--- src/rtl/ram_req_ctrl_pkg.sv ---
// rtl/ram_req_ctrl_pkg.sv - shared types, defaults and width helpers for the SRAM request front-end
package ram_req_ctrl_pkg;

    localparam int ADDR_WIDTH_DEF = 9;
    localparam int DATA_WIDTH_DEF = 32;
    localparam int NUM_WMASKS_DEF = 4;
    localparam int MEMD_DEF       = 512;
    localparam int RD_LATENCY_DEF = 2;
    localparam int RSP_DEPTH_DEF  = 2;

    typedef struct packed {
        logic valid;
        logic err;
    } inflight_t;

    // Bits needed to hold the values 0..n inclusive.
    function automatic int cnt_width(input int n);
        return (n < 1) ? 1 : $clog2(n + 1);
    endfunction

    // Bits needed to index n entries; never zero.
    function automatic int ptr_width(input int n);
        return (n < 2) ? 1 : $clog2(n);
    endfunction

endpackage

--- src/rtl/ram_rsp_fifo.sv ---
// rtl/ram_rsp_fifo.sv - small response FIFO with registered head outputs
module ram_rsp_fifo
    import ram_req_ctrl_pkg::*;
#(
    parameter int DEPTH = 2,
    parameter int WIDTH = 33
) (
    input  logic             clk,
    input  logic             rst,
    input  logic             push,
    input  logic [WIDTH-1:0] push_data,
    input  logic             pop,
    output logic             head_valid,
    output logic [WIDTH-1:0] head_data
);

    localparam int PW = ptr_width(DEPTH);
    localparam int CW = cnt_width(DEPTH);
    localparam logic [CW-1:0] FULL_CNT = CW'(DEPTH);

    logic [WIDTH-1:0] mem [DEPTH];
    logic [PW-1:0]    rd_ptr;
    logic [PW-1:0]    wr_ptr;
    logic [PW-1:0]    rd_nxt;
    logic [PW-1:0]    wr_nxt;
    logic [CW-1:0]    count;
    logic [CW-1:0]    count_nxt;
    logic             do_pop;
    logic [WIDTH-1:0] head_nxt;

    function automatic logic [PW-1:0] ptr_inc(input logic [PW-1:0] p);
        return (p == PW'(DEPTH - 1)) ? '0 : p + PW'(1);
    endfunction

    always_comb begin
        do_pop    = pop && (count != '0);
        rd_nxt    = do_pop ? ptr_inc(rd_ptr) : rd_ptr;
        wr_nxt    = push ? ptr_inc(wr_ptr) : wr_ptr;
        count_nxt = count;
        if (push && !do_pop) begin
            count_nxt = count + CW'(1);
        end else if (!push && do_pop) begin
            count_nxt = count - CW'(1);
        end
        // The head register is loaded with whatever will sit at rd_nxt after this edge;
        // when that slot is the one being written now, bypass the array.
        if (count_nxt == '0) begin
            head_nxt = '0;
        end else if (push && (rd_nxt == wr_ptr)) begin
            head_nxt = push_data;
        end else begin
            head_nxt = mem[rd_nxt];
        end
    end

    always_ff @(posedge clk) begin
        if (push) begin
            mem[wr_ptr] <= push_data;
        end
    end

    always_ff @(posedge clk) begin
        if (rst) begin
            rd_ptr     <= '0;
            wr_ptr     <= '0;
            count      <= '0;
            head_valid <= 1'b0;
            head_data  <= '0;
        end else begin
            rd_ptr     <= rd_nxt;
            wr_ptr     <= wr_nxt;
            count      <= count_nxt;
            head_valid <= (count_nxt != '0);
            head_data  <= head_nxt;
        end
    end

    a_no_push_on_full: assert property (@(posedge clk) disable iff (rst)
        !(push && !do_pop && (count == FULL_CNT)));

endmodule

--- src/rtl/ram_req_ctrl.sv ---
// rtl/ram_req_ctrl.sv - core load/store front-end for the banked 1rw SRAM wrapper, port 0
module ram_req_ctrl
    import ram_req_ctrl_pkg::*;
#(
    parameter int ADDR_WIDTH = ADDR_WIDTH_DEF,
    parameter int DATA_WIDTH = DATA_WIDTH_DEF,
    parameter int NUM_WMASKS = NUM_WMASKS_DEF,
    parameter int MEMD       = MEMD_DEF,
    parameter int RD_LATENCY = RD_LATENCY_DEF,
    parameter int RSP_DEPTH  = RSP_DEPTH_DEF
) (
    input  logic                  clk,
    input  logic                  rst,
    input  logic                  req_valid,
    output logic                  req_ready,
    input  logic                  req_we,
    input  logic [NUM_WMASKS-1:0] req_wmask,
    input  logic [ADDR_WIDTH-1:0] req_addr,
    input  logic [DATA_WIDTH-1:0] req_wdata,
    output logic                  rsp_valid,
    input  logic                  rsp_ready,
    output logic [DATA_WIDTH-1:0] rsp_rdata,
    output logic                  rsp_err,
    output logic                  ram_csb,
    output logic                  ram_web,
    output logic [NUM_WMASKS-1:0] ram_wmask,
    output logic [ADDR_WIDTH-1:0] ram_addr,
    output logic [DATA_WIDTH-1:0] ram_din,
    input  logic [DATA_WIDTH-1:0] ram_dout
);

    localparam int CW = cnt_width(RSP_DEPTH);
    localparam logic [CW-1:0]         CREDIT_MAX = CW'(RSP_DEPTH);
    localparam logic [ADDR_WIDTH:0]   MEMD_LIM   = (ADDR_WIDTH + 1)'(MEMD);

    generate
        if (RD_LATENCY < 1 || RSP_DEPTH < 1 || MEMD < 1 || MEMD > (1 << ADDR_WIDTH)
            || NUM_WMASKS * 8 != DATA_WIDTH) begin : g_bad_params
            $error("ram_req_ctrl: illegal parameter combination");
        end
    endgenerate

    logic                         in_range;
    logic                         fire;
    logic                         load_fire;
    logic                         pop;
    logic [CW-1:0]                credits;
    inflight_t [RD_LATENCY-1:0]   pipe;
    logic                         fifo_push;
    logic [DATA_WIDTH:0]          fifo_din;
    logic                         fifo_valid;
    logic [DATA_WIDTH:0]          fifo_dout;

    assign in_range  = ({1'b0, req_addr} < MEMD_LIM);
    // Stores never need a credit; loads wait until the FIFO is guaranteed room.
    assign req_ready = !rst && (req_we || (credits != '0));
    assign fire      = req_valid && req_ready;
    assign load_fire = fire && !req_we;

    assign ram_csb   = !(fire && in_range);
    assign ram_web   = !(fire && req_we);
    assign ram_wmask = fire ? req_wmask : '0;
    assign ram_addr  = req_addr;
    assign ram_din   = req_wdata;

    // Out-of-range loads still travel the pipe so responses stay in issue order.
    always_ff @(posedge clk) begin
        if (rst) begin
            pipe <= '0;
        end else begin
            pipe[0] <= inflight_t'{valid: load_fire, err: !in_range};
            for (int i = 1; i < RD_LATENCY; i++) begin
                pipe[i] <= pipe[i-1];
            end
        end
    end

    assign fifo_push = pipe[RD_LATENCY-1].valid;
    assign fifo_din  = pipe[RD_LATENCY-1].err ? {1'b1, {DATA_WIDTH{1'b0}}} : {1'b0, ram_dout};
    assign pop       = fifo_valid && rsp_ready;

    always_ff @(posedge clk) begin
        if (rst) begin
            credits <= CREDIT_MAX;
        end else if (load_fire && !pop) begin
            credits <= credits - CW'(1);
        end else if (!load_fire && pop) begin
            credits <= credits + CW'(1);
        end
    end

    a_credit_underflow: assert property (@(posedge clk) disable iff (rst)
        !(load_fire && !pop && (credits == '0)));
    a_credit_overflow: assert property (@(posedge clk) disable iff (rst)
        !(pop && !load_fire && (credits == CREDIT_MAX)));

    ram_rsp_fifo #(
        .DEPTH (RSP_DEPTH),
        .WIDTH (DATA_WIDTH + 1)
    ) u_rsp_fifo (
        .clk        (clk),
        .rst        (rst),
        .push       (fifo_push),
        .push_data  (fifo_din),
        .pop        (pop),
        .head_valid (fifo_valid),
        .head_data  (fifo_dout)
    );

    assign rsp_valid = fifo_valid;
    assign rsp_rdata = fifo_dout[DATA_WIDTH-1:0];
    assign rsp_err   = fifo_dout[DATA_WIDTH];

endmodule

--- config.mk ---
export PLATFORM = sky130hd
export DESIGN_NAME = ram_req_ctrl
export DESIGN_NICKNAME = d
export VERILOG_FILES = /design/src/rtl/ram_req_ctrl_pkg.sv /design/src/rtl/ram_rsp_fifo.sv /design/src/rtl/ram_req_ctrl.sv
export SDC_FILE = /design/constraint.sdc
export NUM_CORES = 1
export LEC_CHECK = 0
export ABC_AREA = 1
export CORE_ASPECT_RATIO = 2
export CORE_MARGIN = 3
export CORE_UTILIZATION = 35
export CTS_CLUSTER_DIAMETER = 120
export CTS_CLUSTER_SIZE = 12
export DETAILED_ROUTE_END_ITERATION = 10
export GPL_TIMING_DRIVEN = 1
export PLACE_DENSITY = 0.73
export SYNTH_ARGS = -nofsm -noshare
export SYNTH_HDL_FRONTEND = slang
export SYNTH_SLANG_ARGS = --single-unit
--- constraint.sdc ---
create_clock -name clk -period 4.4 [get_ports clk]
set_input_delay 0.88 -clock clk [delete_from_list [all_inputs] [get_ports clk]]
set_output_delay 0.88 -clock clk [all_outputs]
set_load 0.02 [all_outputs]
==> impl_metrics.csv, run 1 <==
group,metric,value,unit
sta,rsz0062_at_grt,"false",
worst_setup_path,cp_common_cell,"clkdlybuf4s50_1",
clock_tree,clkSinkCount,105,
logic_synthesis,synthAdderAreaFrac,0.551,%
logic_synthesis,synth_compound_area_share,0.661,%
die,die_h,167,microns
clock_tree,clk_path_buf_depth,2,
global_route,grt_usage,13.7,%
logic_synthesis,syn_nets,578,
worst_setup_path,worst-r2r-cell-count,3,
sta,fin_crit,3.40,ns
global_route,antenna_found_initial,0,
logic_synthesis,synthDistinctLibCells,22,
die,rows,58,
clock_tree,root_buffer,"clkbuf_16",
drt,drtAntennaViolNets,0,
power_and_ir_drop,pwr-share-comb,26.6,%
global_route,globalRouteOverflowTotal,0,
power_and_ir_drop,internal_power,1890,uW
power_and_ir_drop,p_per_area,499,nW/um^2
clock_tree,ctsHtreeMaxLevel,3,
drt,drt-vias-per-instance,4.60,
worst_setup_path,cp_num_buf_inv,2,
drt,drc_errors,0,
logic_synthesis,yosys-top-cells-area,"edfxtp_1, dfxtp_1, nand2_1",
logic_synthesis,synth-xor-area-share,0.193,%
flow_run,drv_cap,0,
worst_setup_path,r2r_end,"u_rsp_fifo.mem[0][31]",
place,numPortBuffers,80,
logic_synthesis,yosysSeqAreaShare,60.4,%
die,die_area,14500,sq um
logic_synthesis,synth_top_family_by_area,"simple AND/OR/NAND/NOR gates",
power_and_ir_drop,switching_share,30.1,%
worst_setup_path,slowest_delay,0.62,ns
power_and_ir_drop,power_switching,815,uW
clock_tree,holdBufCountCts,0,
logic_synthesis,syn_avg_cell_area,9.20,sq um
worst_setup_path,critical_path.top_delay_family,"buffers and inverters",
worst_setup_path,start_kind,"input port",
place,detailedPlacementHpwl,6450,microns
worst_setup_path,crit_type,"in2out",
power_and_ir_drop,p_clk_share,29.4,%
hold_path,holdPathEnd,"fifo_push",
global_route,grt_max_degree,35,
finish,utilization,42.9,%
power_and_ir_drop,seq_power_share,44.0,%
worst_setup_path,cp_data_required_time,3.52,ns
drt,avgRoutedWirePerCell,13.9,microns
logic_synthesis,async_flop_share,0,%
die,pin_count,164,
finish,n_antenna_cell,0,
logic_synthesis,synth_top_area_share,42.3,%
logic_synthesis,synth_seq_cells,105,
sta,finalHoldViolations,0,
die,initial_utilization,36.0,%
clock_tree,tritoncts,"yes",
sta,tns,0,ns
worst_setup_path,rr_startpoint,"fifo_push",
die,core_region_area,12600,sq um
logic_synthesis,synth_most_common_cell,"nand2_1",
global_route,grt_pass1_vias,3262,
logic_synthesis,synth_mux_area_share,0,%
die,die_w,86.6,microns
power_and_ir_drop,ir_drop,279,uV
finish,area_growth,19.3,%
logic_synthesis,post-synth-top-area-cell,"edfxtp_1",
place,place_congestion,0.776,
worst_setup_path,slowest_stage,"clkdlybuf4s50_1",
status,status,"complete, no violations",
clock_tree,clk_pin_slew,0.06,ns
logic_synthesis,ys.flop_type,"edfxtp_1",
sta,setup_viol,0,
sta,finalCritPeriodShare,77.2,%
finish,fin_nets,612,
power_and_ir_drop,power_leakage,0.00247,uW
drt,first_iter_violations,215,
worst_setup_path,crit_chain,"clkdlybuf4s50_1, a21oi_1, nand2_1, nor2_1, clkdlybuf4s50_1",
logic_synthesis,synth_area,4540,sq um
drt,wirelength,9490,microns
logic_synthesis,synth-simple-area-share,23.9,%
logic_synthesis,synthTopCellsByCount,"nand2_1, edfxtp_1, inv_1",
finish,drive_above_1_share,6.57,%
sta,slew_viol_final,0,
hold_path,worstHoldStart,"pipe[1]",
clock_tree,post_cts_resized,0,
clock_tree,numCtsBuffers,9,
hold_path,whs_path_depth,2,
sta,fmax,295,MHz
worst_setup_path,arrival,2.52,ns
worst_setup_path,ff2ff_setup_slack,1.95,ns
sta,clock_skew,0.00923,ns
sta,max_slew_margin,34.1,%
drt,vias,3145,
worst_setup_path,critPathMaxFanout,6,
global_route,grt_pass1_wl,15500,microns
logic_synthesis,yosys_warnings,0,
logic_synthesis,synth_edf_count,64,
hold_path,hold_path_class,"reg2reg",
drt,firstDrtPassIters,4,
worst_setup_path,cp-end-kind,"primary output",
logic_synthesis,synth_cells,494,
clock_tree,clock_latency,0.34,ns
sta,worstMarginPinSlew,0.987,ns
clock_tree,cts_setup_buffers,0,
power by group through the flow:
stage | Combinational [uW] | Clock (uW) | Sequential, uW
global placement | 711 | 0 | 1210
CTS | 732 | 823 | 1190
global route | 800 | 861 | 1200
finish | 719 | 797 | 1190
floorplan | 387 | 0 | 1330
detailed placement | 730 | 0 | 1210
worst max-delay path by stage:
stage / startpoint / slack (ns) / endpoint / depth (start not counted)
floorplan: req_we / 1.50 / ram_wmask[0] / 4
global placement: req_we / 1.08 / ram_wmask[3] / 6
detailed placement: rst / 1.0 / ram_wmask[2] / 5
CTS: rst / 0.99 / ram_wmask[3] / 5
global route: rst / 0.92 / ram_wmask[3] / 5
finish: rst / 1.00 / ram_wmask[3] / 5
worst reg2reg max path: stages (launching register included):
cell     delay [ns]
dfxtp_1        0.76
buf_4          0.38
inv_1          0.15
nor2_4         0.76
layout by cell type (no fill, tap or decap):
cell,Yosys,routed
ha_1,2,2
dfxtp_1,41,41
inv_2,5,5
nand4_1,1,1
buf_4,46,4
nand2_2,5,5
nand2_4,1,1
inv_6,0,2
nor2_1,9,8
conb_1,1,1
nor2_2,1,1
inv_1,47,47
xor2_1,1,1
o21ai_0,2,2
nand3_2,2,2
bufinv_16,0,1
clkbuf_16,0,9
edfxtp_1,64,64
a21oi_1,4,4
nand2_1,209,209
clkinv_4,0,2
nand3_1,38,38
nor2_4,0,1
clkinvlp_4,0,1
clkdlybuf4s50_1,0,80
clkinv_2,0,1
through the flow:
step                      setup WS (ns)  cell area, sq um  hold slack, ns  power, uW  cells
after floorplan                    1.50              4540           0.388       1710    494
after global placement             1.08              5110           0.403       1920    667
after detailed placement          0.996              5110           0.411       1940    667
after CTS                         0.990              5420           0.420       2750    683
after global routing              0.918              5420           0.443       2860    683
final                              1.00              5420           0.416       2710    683
sequential cells by signal, summed over array words and instances, names as in the netlist:
name,flops
fifo_push,1
u_rsp_fifo.count,2
credits,2
pipe,1
u_rsp_fifo.mem,64
u_rsp_fifo.head_data,32
u_rsp_fifo.head_valid,1
u_rsp_fifo.rd_ptr,1
u_rsp_fifo.wr_ptr,1
area by class of cell:
type / instances / area, sq um
clock inverter: 7 / 77.6
fill: 1231 / 7210
multi-input combinational: 276 / 1160
timing repair buffer: 84 / 831
clock buffer: 9 / 225
tap: 150 / 188
sequential: 105 / 2740
inverter: 52 / 195
cells by family (layout without fill, tap and decap cells):
| family | after synthesis | in the layout |
|---|---|---|
| flops | 105 | 105 |
| fa+ha+maj | 2 | 2 |
| compound gates | 6 | 6 |
| simple gates | 266 | 266 |
| other cells | 1 | 1 |
| buf+inv | 113 | 152 |
| xor+xnor | 1 | 1 |
layer usage:
metal | wire [microns] | track usage, % | up-vias | share of wire, %
li1 | - | - | 1560 | -
met1 | 3460 | 14.0 | 1459 | 37
met2 | 5030 | 24.4 | 80 | 53
met3 | 492 | 2.81 | 46 | 5.2
met4 | 497 | 9.23 | 0 | 5.2
met5 | 0 | 0 | - | 0
Power figures use the tool's default switching activity.
==> run 2: changes to the inputs <==
- clock period: 4.4 -> 3.3 ns (I/O delays scaled with it)
==> run 2 against run 1 <==
Effect of this change: count of clock-buffer cells in the layout stayed put; sequential power is 34% higher; global-route usage is 0.18 points higher; die area stayed put; cell count stayed put; critical path depth is 1 higher; largest power group unchanged; setup slack worse by 0.67 ns.
==> impl_metrics.csv, run 2 (synthesized netlist as in run 1, its figures left out) <==
group,metric,value,unit
status,status,"complete, no violations",
worst_setup_path,start_kind,"input port",
clock_tree,clk_pin_slew,0.07,ns
worst_setup_path,critPathMaxFanout,6,
power_and_ir_drop,pwr-share-comb,27.2,%
worst_setup_path,cp-end-kind,"primary output",
finish,largest_register_ffs,64,
power_and_ir_drop,ir_drop,285,uV
die,die_h,167,microns
drt,firstDrtPassIters,4,
global_route,grt_usage,13.9,%
finish,fin_nets,612,
worst_setup_path,crit_type,"in2out",
worst_setup_path,ff2ff_setup_slack,1.18,ns
sta,finalCritPeriodShare,89.9,%
place,placed_cell_area,5110,sq um
clock_tree,cts_setup_buffers,0,
sta,max_slew_margin,35.3,%
sta,clock_skew,0.00771,ns
clock_tree,clock_latency,0.34,ns
die,initial_utilization,36.0,%
power_and_ir_drop,seq_power_share,44.8,%
finish,design_area,5400,sq um
worst_setup_path,rr_startpoint,"u_rsp_fifo.count[1]",
power_and_ir_drop,p_per_area,657,nW/um^2
sta,tns,0,ns
power_and_ir_drop,p_clk_share,28.0,%
clock_tree,tritoncts,"yes",
hold_path,whs_path_depth,2,
finish,area_growth,18.8,%
hold_path,worstHoldStart,"pipe[1]",
worst_setup_path,r2r_end,"u_rsp_fifo.head_data[30]",
die,core_region_area,12600,sq um
global_route,grt_pass1_wl,15700,microns
drt,first_iter_violations,222,
power_and_ir_drop,internal_power,2440,uW
power_and_ir_drop,power,3540,uW
drt,avgRoutedWirePerCell,14.3,microns
flow_run,drv_cap,0,
sta,slew_viol_final,0,
sta,worstMarginPinSlew,0.968,ns
finish,drive_above_1_share,6.57,%
drt,drc_errors,0,
worst_setup_path,worst-r2r-cell-count,10,
hold_path,hold_path_class,"reg2reg",
sta,setup_viol,0,
hold_path,holdPathEnd,"fifo_push",
global_route,antenna_found_initial,0,
die,pin_count,164,
sta,rsz0062_at_grt,"false",
sta,fin_crit,2.97,ns
finish,mostFrequentLayoutCell,"nand2_1",
finish,reg_top3,"u_rsp_fifo.mem x64, u_rsp_fifo.head_data x32",
clock_tree,root_buffer,"clkbuf_16",
finish,largest-register,"u_rsp_fifo.mem",
power_and_ir_drop,switching_share,31.0,%
clock_tree,numCtsBuffers,9,
clock_tree,post_cts_resized,0,
drt,vias,3156,
power_and_ir_drop,power_leakage,0.00245,uW
clock_tree,ctsHtreeMaxLevel,3,
drt,drtAntennaViolNets,0,
die,die_w,86.6,microns
global_route,grt_pass1_vias,3231,
global_route,globalRouteOverflowTotal,0,
finish,mostFrequentLayoutCells,"nand2_1, clkdlybuf4s50_1, edfxtp_1",
finish,n_antenna_cell,0,
power_and_ir_drop,power_switching,1100,uW
worst_setup_path,arrival,2.31,ns
clock_tree,clk_path_buf_depth,2,
sta,fmax,337,MHz
drt,drt-vias-per-instance,4.62,
clock_tree,clkSinkCount,105,
clock_tree,holdBufCountCts,0,
place,numPortBuffers,80,
drt,wirelength,9740,microns
sta,finalHoldViolations,0,
sta,whs,0.420,ns
finish,fillers,1230,
place,detailedPlacementHpwl,6510,microns
worst_setup_path,cp_data_required_time,2.64,ns
finish,utilization,42.7,%
place,place_congestion,0.747,
die,die_area,14500,sq um
global_route,grt_max_degree,34,
die,rows,58,
## run 2: cell count changes in the layout (fill, tap and decap cells not counted)
cell	previous run	this run
bufinv_16	1	0
clkinvlp_4	1	2
## run 2: worst max-delay path, cell delays in order
cell and delay [ns]:
clkdlybuf4s50_1 0.49, inv_1 0.06, a21oi_1 0.17, nand2_1 0.15, nor2_1 0.14, clkdlybuf4s50_1 0.63
## run 2: area by class of cell
cell class                 count  area, sq um  area share, %
clock inverter                 7         55.1           1.02
inverter                      52          195           3.62
timing repair buffer          84          831           15.4
multi-input combinational    276         1160           21.5
sequential                   105         2740           50.8
tap                          150          188           3.48
clock buffer                   9          225           4.17
## run 2: stage by stage
stage	cells	worst slack [ns]
2_1_floorplan	494	0.841
3_3_place_gp	667	0.416
3_5_place_dp	667	0.291
4_1_cts	683	0.309
5_1_grt	683	0.173
6_report	683	0.333
## run 2: how the worst max path moves through the flow
stage,start,end,slack (ns),depth (start not counted)
2_1_floorplan,req_we,ram_wmask[0],0.84,4
3_3_place_gp,req_we,ram_wmask[3],0.42,6
3_5_place_dp,req_we,ram_wmask[3],0.29,6
4_1_cts,req_we,ram_wmask[3],0.31,6
5_1_grt,rst,ram_wmask[3],0.17,5
6_report,req_we,ram_wmask[3],0.33,6
## run 2: per-layer routing
metal / GRT usage, % / part of all wire (%) / vias up / routed length, microns
li1: - / - / 1564 / -
met1: 14.0 / 35 / 1447 / 3410
met2: 24.8 / 53 / 97 / 5180
met3: 2.71 / 6.2 / 48 / 606
met4: 9.70 / 5.5 / 0 / 535
met5: 0 / 0 / - / 0
## run 2: power groups by stage
stage / combinational [uW] / sequential [uW] / clock (uW)
detailed placement: 978 / 1620 / 0
global placement: 951 / 1610 / 0
CTS: 982 / 1590 / 1020
finish: 965 / 1590 / 992
global route: 1060 / 1600 / 1060
floorplan: 516 / 1770 / 0
